==> src/rtl/multi_stair_engine.sv <==
`default_nettype none
// ============================================================================
// Module   : multi_stair_engine
// Purpose  : Draws, erases and moves a set of stairs upward with wrap-around,
//            emitting one pixel write per cycle during each scan.
// Revision : 1.0 - initial release
// ============================================================================
module multi_stair_engine #(
    parameter int          NUM_STAIRS      = 3,
    parameter int          STAIR_W         = 40,
    parameter int          STAIR_H         = 5,
    parameter int          FRAME_DELAY     = 833334,
    parameter int          FRAMES_PER_STEP = 4,
    parameter int          STEP            = 1,
    parameter int          WRAP_Y          = 116,
    parameter logic [2:0]  COLOUR          = 3'b100
)(
    input  logic                      clock,
    input  logic                      reset_n,
    input  logic                      go,
    input  logic                      stop,
    input  logic [8*NUM_STAIRS-1:0]   init_x,
    input  logic [7*NUM_STAIRS-1:0]   init_y,
    output logic [7:0]                x,
    output logic [6:0]                y,
    output logic [2:0]                colour,
    output logic                      plot,
    output logic                      busy,
    output logic [2:0]                current_state
);

    localparam logic [2:0]  c_IDLE       = 3'd0;
    localparam logic [2:0]  c_START_WAIT = 3'd1;
    localparam logic [2:0]  c_DRAW       = 3'd2;
    localparam logic [2:0]  c_WAIT       = 3'd3;
    localparam logic [2:0]  c_ERASE      = 3'd4;
    localparam logic [2:0]  c_MOVE       = 3'd5;

    localparam logic [2:0]  c_K_LAST      = 3'(NUM_STAIRS - 1);
    localparam logic [6:0]  c_R_LAST      = 7'(STAIR_H - 1);
    localparam logic [7:0]  c_C_LAST      = 8'(STAIR_W - 1);
    localparam logic [31:0] c_DELAY_LAST  = 32'(FRAME_DELAY - 1);
    localparam logic [31:0] c_FRAMES_LAST = 32'(FRAMES_PER_STEP - 1);
    localparam logic [6:0]  c_STEP        = 7'(STEP);
    localparam logic [6:0]  c_WRAP_Y      = 7'(WRAP_Y);

    logic [2:0]  r_state;
    logic [2:0]  w_next;
    logic [2:0]  r_k;
    logic [6:0]  r_r;
    logic [7:0]  r_c;
    logic [31:0] r_delay_cnt;
    logic [31:0] r_frame_cnt;

    logic w_scanning;
    logic w_scan_last;
    logic w_frame_tick;
    logic w_step_due;
    logic w_load;
    logic w_move;

    logic [8*NUM_STAIRS-1:0] w_sx_all;
    logic [7*NUM_STAIRS-1:0] w_sy_all;
    logic [7:0]              w_sel_x;
    logic [6:0]              w_sel_y;

    assign w_scanning   = (r_state == c_DRAW) || (r_state == c_ERASE);
    assign w_scan_last  = w_scanning && (r_k == c_K_LAST) && (r_r == c_R_LAST) && (r_c == c_C_LAST);
    assign w_frame_tick = (r_state == c_WAIT) && (r_delay_cnt == c_DELAY_LAST);
    assign w_step_due   = w_frame_tick && (r_frame_cnt == c_FRAMES_LAST);
    assign w_load       = (r_state == c_IDLE) && go;
    assign w_move       = (r_state == c_MOVE);

    always_comb begin
        w_next = r_state;
        case (r_state)
            c_IDLE:       if (go)          w_next = c_START_WAIT;
            c_START_WAIT: if (!go)         w_next = c_DRAW;
            c_DRAW:       if (w_scan_last) w_next = c_WAIT;
            c_WAIT:       if (w_step_due)  w_next = c_ERASE;
            c_ERASE:      if (w_scan_last) w_next = c_MOVE;
            c_MOVE:       w_next = stop ? c_IDLE : c_DRAW;
            default:      w_next = c_IDLE;
        endcase
    end

    always_ff @(posedge clock or negedge reset_n) begin
        if (!reset_n) r_state <= c_IDLE;
        else          r_state <= w_next;
    end

    // Counters sit at zero outside a scan, so every scan entry starts clean.
    always_ff @(posedge clock or negedge reset_n) begin
        if (!reset_n) begin
            r_k <= '0;
            r_r <= '0;
            r_c <= '0;
        end else if (!w_scanning || w_scan_last) begin
            r_k <= '0;
            r_r <= '0;
            r_c <= '0;
        end else if (r_c == c_C_LAST) begin
            r_c <= '0;
            if (r_r == c_R_LAST) begin
                r_r <= '0;
                r_k <= r_k + 3'd1;
            end else begin
                r_r <= r_r + 7'd1;
            end
        end else begin
            r_c <= r_c + 8'd1;
        end
    end

    always_ff @(posedge clock or negedge reset_n) begin
        if (!reset_n) begin
            r_delay_cnt <= '0;
            r_frame_cnt <= '0;
        end else if (r_state != c_WAIT) begin
            r_delay_cnt <= '0;
            r_frame_cnt <= '0;
        end else if (w_frame_tick) begin
            r_delay_cnt <= '0;
            r_frame_cnt <= r_frame_cnt + 32'd1;
        end else begin
            r_delay_cnt <= r_delay_cnt + 32'd1;
        end
    end

    genvar gi;
    generate
        for (gi = 0; gi < NUM_STAIRS; gi++) begin : g_stair
            logic [7:0] r_sx;
            logic [6:0] r_sy;

            always_ff @(posedge clock or negedge reset_n) begin
                if (!reset_n) begin
                    r_sx <= '0;
                    r_sy <= '0;
                end else if (w_load) begin
                    r_sx <= init_x[8*gi +: 8];
                    r_sy <= init_y[7*gi +: 7];
                end else if (w_move) begin
                    r_sy <= (r_sy < c_STEP) ? c_WRAP_Y : (r_sy - c_STEP);
                end
            end

            assign w_sx_all[8*gi +: 8] = r_sx;
            assign w_sy_all[7*gi +: 7] = r_sy;
        end
    endgenerate

    always_comb begin
        w_sel_x = '0;
        w_sel_y = '0;
        for (int i = 0; i < NUM_STAIRS; i++) begin
            if (r_k == 3'(i)) begin
                w_sel_x = w_sx_all[8*i +: 8];
                w_sel_y = w_sy_all[7*i +: 7];
            end
        end
    end

    // Coordinate sums wrap naturally at the 8-bit and 7-bit output widths.
    assign plot          = w_scanning;
    assign x             = w_scanning ? (w_sel_x + r_c) : 8'd0;
    assign y             = w_scanning ? (w_sel_y + r_r) : 7'd0;
    assign colour        = (r_state == c_DRAW) ? COLOUR : 3'b000;
    assign busy          = (r_state != c_IDLE);
    assign current_state = r_state;

endmodule
`default_nettype wire

==> config.mk <==
export PLATFORM = sky130hd
export DESIGN_NAME = multi_stair_engine
export DESIGN_NICKNAME = d
export VERILOG_FILES = /design/src/rtl/multi_stair_engine.sv
export SDC_FILE = /design/constraint.sdc
export NUM_CORES = 1
export LEC_CHECK = 0
export ABC_AREA = 1
export ABC_CLOCK_PERIOD_IN_PS = 3200
export BUFFER_PORTS_ARGS = -buffer_cell sky130_fd_sc_hd__buf_4
export CAP_MARGIN = 10
export CORE_MARGIN = 2
export CORE_UTILIZATION = 61
export CTS_CLUSTER_DIAMETER = 120
export CTS_CLUSTER_SIZE = 30
export DETAILED_ROUTE_END_ITERATION = 8
export GPL_TIMING_DRIVEN = 0
export HOLD_SLACK_MARGIN = 0.06
export PLACE_DENSITY = 0.86
export SLEW_MARGIN = 20
export SYNTH_ARGS = -nofsm -noshare
export SYNTH_HDL_FRONTEND = slang
export SYNTH_SLANG_ARGS = --single-unit
export TNS_END_PERCENT = 20
==> constraint.sdc <==
create_clock -name clock -period 3.2 [get_ports clock]
set_input_delay 0.32 -clock clock [delete_from_list [all_inputs] [get_ports clock]]
set_output_delay 0.32 -clock clock [all_outputs]
set_load 0.05 [all_outputs]
-- Yosys cells after proc, flatten, opt, wreduce, memory -nomap -nowiden
Cells that the tools add are included.
- add/subtract/negate cells: 10
- $mul: 0
- divide/modulo/power cells: 0
- order comparisons: 3
- equality and inequality tests: 17
- shift-type cells: 0
- muxes and demuxes: 37
- bitwise operators: 0
- reductions and logical operators: 18
- operator list (cell ; number):
    32-bit 2-to-1 mux ; 4
    7-bit 2-to-1 mux ; 16
    32-bit by 1-bit adder with 32-bit output, second input constant ; 2
    8-bit 2-to-1 mux ; 6
    32-bit by 2-bit equality test with 1-bit output, second input constant ; 1
    32-bit by 20-bit equality test with 1-bit output, second input constant ; 1
    3-bit 2-to-1 mux ; 9
    7-bit by 1-bit less-than comparator with 1-bit output, second input constant ; 3
    7-bit by 1-bit subtractor with 7-bit output, second input constant ; 3
    3-bit one-hot mux with 6 select lines ; 1
    2-bit inequality test, second input constant ; 5
    3-bit by 2-bit equality test with 1-bit output, second input constant ; 3
    8-bit by 1-bit adder with 8-bit output, second input constant ; 1
    8-bit adder ; 1
    8-bit by 6-bit equality test with 1-bit output, second input constant ; 1
    2-bit nonzero test ; 4
    7-bit by 1-bit adder with 7-bit output, second input constant ; 1
    7-bit adder ; 1
    7-bit by 3-bit equality test with 1-bit output, second input constant ; 1
    3-bit by 1-bit equality test with 1-bit output, second input constant ; 2
    3-bit equality test, second input constant ; 2
    1-bit logical AND ; 6
    3-bit zero test ; 2
    5-bit AND reduction ; 1
    other kinds (7) ; 8
- bits in registers: 130
- latch bits: 0
- bits in writable memories: 0
- memory bits (read-only): 0
- output and inout port bits: 23
- memories kept: 0

-- Longest topological paths before layout
- depth after elaboration: 8
- depth in mapped cells: 18
- mapped depth without buffers: 17

-- Worst setup path after synthesis
Ideal clock, no wire load.
- kind: register to output
- from: reg r_k[1]
- to: out x[4]
- data arrival time: 3.202 ns
- required time: 2.880 ns
- setup slack: -0.322 ns
- cell stages (with the launch flop): 16
- path buffers: 1
- path through: dfrtp_1 > inv_1 > ha_1 > inv_1 > nor2_1 > inv_1 > clkbuf_1 > o21ai_0 > a31oi_1 > a21oi_1 > ha_1 > inv_1 > fa_1 > o31ai_1 > o21ai_0 > a21oi_1
- word-level cells in the longest chain between the ends: 6
- elaborated cells between the ends (all ways): 8
- those cells by class: 1 x add/sub; 2 x eq/ne; 4 x mux; 1 x reduce/logical
- ends and longest elaborated chain (item ; line ; source):
    start, declared ; 49 ; logic [2:0] r_k;
    start signal, assigned ; 106 ; r_k <= r_k + 3'd1;
    3-bit zero test ; 157 ; if (r_k == 3'(i)) begin
    8-bit 2-to-1 mux (2 in a row) ; 157 ;
    8-bit 2-to-1 mux (*) ; 157 ;
    8-bit adder (*) ; 166 ; assign x = w_scanning ? (w_sel_x + r_c) : 8'd0;
    8-bit 2-to-1 mux (*) ; 166 ;
    end, declared ; 24 ; output logic [7:0] x,
Mark *: on every way between the ends. The rest lies on a longest branch, timed or not.

-- Worst setup path in the final report
- from: reg r_k[1]
- to: out y[3]
- word-level cells in the longest chain between the ends: 6
- elaborated cells between the ends (all ways): 8
- those cells by class: 1 x add/sub; 2 x eq/ne; 4 x mux; 1 x reduce/logical
- ends and longest elaborated chain (item ; line ; source):
    3-bit zero test ; 157 ;
    7-bit 2-to-1 mux (2 in a row) ; 157 ;
    7-bit 2-to-1 mux (*) ; 157 ;
    7-bit adder (*) ; 167 ; assign y = w_scanning ? (w_sel_y + r_r) : 7'd0;
    7-bit 2-to-1 mux (*) ; 167 ;
    end, declared ; 25 ; output logic [6:0] y,
Marks and branches as above.

==> flow_summary.yaml <==
global_route:
  first_global_vias: 8303
  use_met1_pct: 45.5
  grt_max_degree: 79
  antenna_found_initial: 0
  grt_usage_pct: 34.5
  overflow: 0
  busiest_layer: "met2"
  use_met2_pct: 53.7
  grt_first_pass_wirelength_mm: 39.8
  grt_use_met3_pct: 9.32
placement:
  hpwl_mm: 16.6
  port_buffers: 69
  dp_cells: 1474
  routabilityCongestion: 0.929
  pre_cts_ws_ns: -0.402
floorplanning:
  coreArea_mm2: 0.0137
  die_area_mm2: 0.0148
  rows: 43
  die_w_um: 122
  die_y_um: 122
  pin_count: 72
  initial_core_util_pct: 61.6
sta:
  hold_violations: 0
  worst_pin_slew_ns: 0.664
  period_share_pct: 108
  max_freq_mhz: 290
  setup_violations: 10
  tns_ns: -1.66
  worst_slack_ns: -0.248
  rsz0062_at_grt: "true"
  relSlewSlack_pct: 55.7
  slew_violations: 0
  finClkSkew_ns: 0.00947
  period_needed_ns: 3.45
setup_path:
  end_kind: "primary output"
  crit_buf_inv: 5
  worstPathMaxFanout: 7
  cp_top_family: "compound AO/OA/AOI/OAI gates"
  required_ns: 2.88
  critPathLaunchType: "flop"
  arrival_ns: 3.13
  slowest_delay_ns: 0.39
  path_class: "flop to primary output"
  reg2reg_slack_ns: 1.13
  cp_slowest_cell: "dfrtp_1"
  worstPathCellList: "inv_2, ha_4, inv_4, nor2_4, inv_4, clkbuf_8, o21ai_1, a31oi_1, a21oi_1, ha_2, nand2_1, nand2_1, a31o_2, o21ai_0, a21oi_1, buf_4"
cells_and_area:
  fin_nets: 1413
  final_common_cell: "nand2_1"
  n_antenna_cell: 0
  drive_gt1_share_pct: 17.3
  fillers: 931
  final_cell_mix: "nand2_1, nor2_1, dfrtp_1"
  synthToLayoutAreaGrowth_pct: 23.4
  fin_cells: 1529
route:
  drt-total-wl_mm: 26.0
  wl_per_cell_um: 17.0
  post-route-drc-count: 0
  vias: 9102
  ant_nets: 0
  drt-pass1-iter-count: 8
  drtIter0Drc: 1325
  via_per_inst: 5.95
clock_network:
  cts.sinks: 130
  clockBufferDepth: 2
  cts.clk_slew.worst_paths_ns: 0.06
  htree_levels: 4
  insertion_delay_ns: 0.44
  cts_root_buffer: "clkbuf_16"
  cts_inserted_buffers: 17
  cts_tree: "built"
outcome:
  status: "finished, violations left"
  violations: "setup timing"
synthesis:
  synth_area_mm2: 0.00845
  yosysWarnings: 0
  async_flop_share_pct: 100
  ys_seq_elements: 130
  syn_area_per_cell_um2: 6.91
  synth_edf_count: 0
  synthCells: 1223
  ys_seq_area_share_pct: 38.5
  synth_flop_cell: "dfrtp_1"
  ys_types: 45
power_and_ir_drop:
  p_leak_nw: 4.84
  power.total_mw: 3.85
  vdd_drop_max_v: 0.000396
  powerDensity_mw_per_mm2: 369
min_path:
  worst_hold_path_type: "input port to flop"
job:
  max_cap_violations: 0
-- final cells by class --
class	count	area [um^2]	share of cell area, %
Multi-Input combinational cell	932	4820	46.2
Sequential cell	130	3260	31.2
Timing Repair Buffer	93	772	7.40
Inverter	131	497	4.76
Clock buffer	17	425	4.08
Buffer	31	229	2.20
Tap cell	180	225	2.16
Clock inverter	15	205	1.97
-- report_power, final --
part           switching [mW]  leakage, nW  total (mW)  internal [mW]
clock                   0.808        0.301        2.12           1.31
combinational          0.0483         2.89      0.0915         0.0433
sequential                  0         1.65        1.64           1.64
total                   0.856         4.84        3.85           3.00
-- per-layer routing --
layer	wire [um]	part of all wire [%]
met3	2150	8.3
met2	12100	46
met5	0	0
met1	10700	41
met4	1160	4.5
-- worst paths after layout --
check	from	endpoint	cells after the start
worst min register to register	r_delay_cnt[0]	r_delay_cnt[0]	1
min in group asynchronous	reset_n	r_frame_cnt[24]	2
worst max register to register	current_state[2]	g_stair[0].r_sy[0]	8
worst max-delay path	r_k[1]	y[3]	16
worst min-delay path	init_x[0]	g_stair[0].r_sx[0]	3
max in group asynchronous	reset_n	g_stair[0].r_sy[1]	3
-- tightest hold or removal path, delay by kind of cell --
kind,cells,cell delay (ns)
buffers and inverters,1,0.07
AND/OR/NAND/NOR,2,0.08
-- registers in the layout, indices dropped and copies added (netlist names) --
| signal | cells |
|---|---|
| r_delay_cnt | 32 |
| r_frame_cnt | 32 |
| g_stair.r_sx | 24 |
| g_stair.r_sy | 21 |
| r_c | 8 |
| r_r | 7 |
| current_state | 3 |
| r_k | 3 |
-- what timing repair did --
| action | 4_1_cts | 5_1_grt |
|---|---|---|
| cloned | 1 | 0 |
| pin swaps | 17 | 13 |
| hold buffers | 1 | 0 |
| resized for setup | 65 | 42 |
| endpoints found under the setup margin | 15 | 13 |
| endpoints found under the hold margin | 52 | 0 |
| buffers inserted | 17 | 4 |
-- kinds of logic (layout without fill, tap and decap cells) --
family,Yosys count,count (layout),synth area share [%]
other cells,1,2,0.0444
xor+xnor,40,40,4.15
buf+inv,162,287,7.89
compound gates,151,151,10.2
fa+ha+maj,28,28,4.32
simple gates,711,711,34.9
flops,130,130,38.5
-- stage by stage --
| step | utilization [%] | area (um^2) | hold WS, ns |
|---|---|---|---|
| global placement | 67.1 | 9200 | 0.462 |
| finish | 76.0 | 10400 | 0.0740 |
| floorplan | - | 8460 | 0.0244 |
| CTS | 74.5 | 10200 | 0.0734 |
| detailed placement | 67.3 | 9240 | 0.266 |
| global route | 76.0 | 10400 | 0.0739 |
-- synthesized netlist by cell type (2+ instances only) --
master / number / area, um^2
a211oi_1: 2 / 15.0
a21o_1: 4 / 30.0
a21oi_1: 35 / 175
a31oi_1: 16 / 100
buf_2: 10 / 50.1
buf_4: 6 / 45.0
buf_6: 3 / 33.8
clkbuf_1: 11 / 41.3
dfrtp_1: 130 / 3250
fa_1: 2 / 40.0
ha_1: 26 / 325
inv_1: 126 / 473
inv_2: 4 / 15.0
nand2_1: 358 / 1340
nand2_2: 2 / 12.5
nand3_1: 65 / 325
nand3b_1: 3 / 22.5
nand4_1: 29 / 181
nor2_1: 211 / 792
nor2_2: 3 / 18.8
nor3_1: 24 / 120
nor3_4: 2 / 32.5
o211ai_1: 12 / 90.1
o21ai_0: 65 / 325
o21ai_1: 3 / 15.0
o21ai_2: 2 / 17.5
o22ai_1: 3 / 18.8
o31ai_1: 3 / 22.5
or2_2: 9 / 56.3
xnor2_1: 8 / 70.1
xor2_1: 32 / 280
No activity file was read; power rests on OpenSTA's default activity.
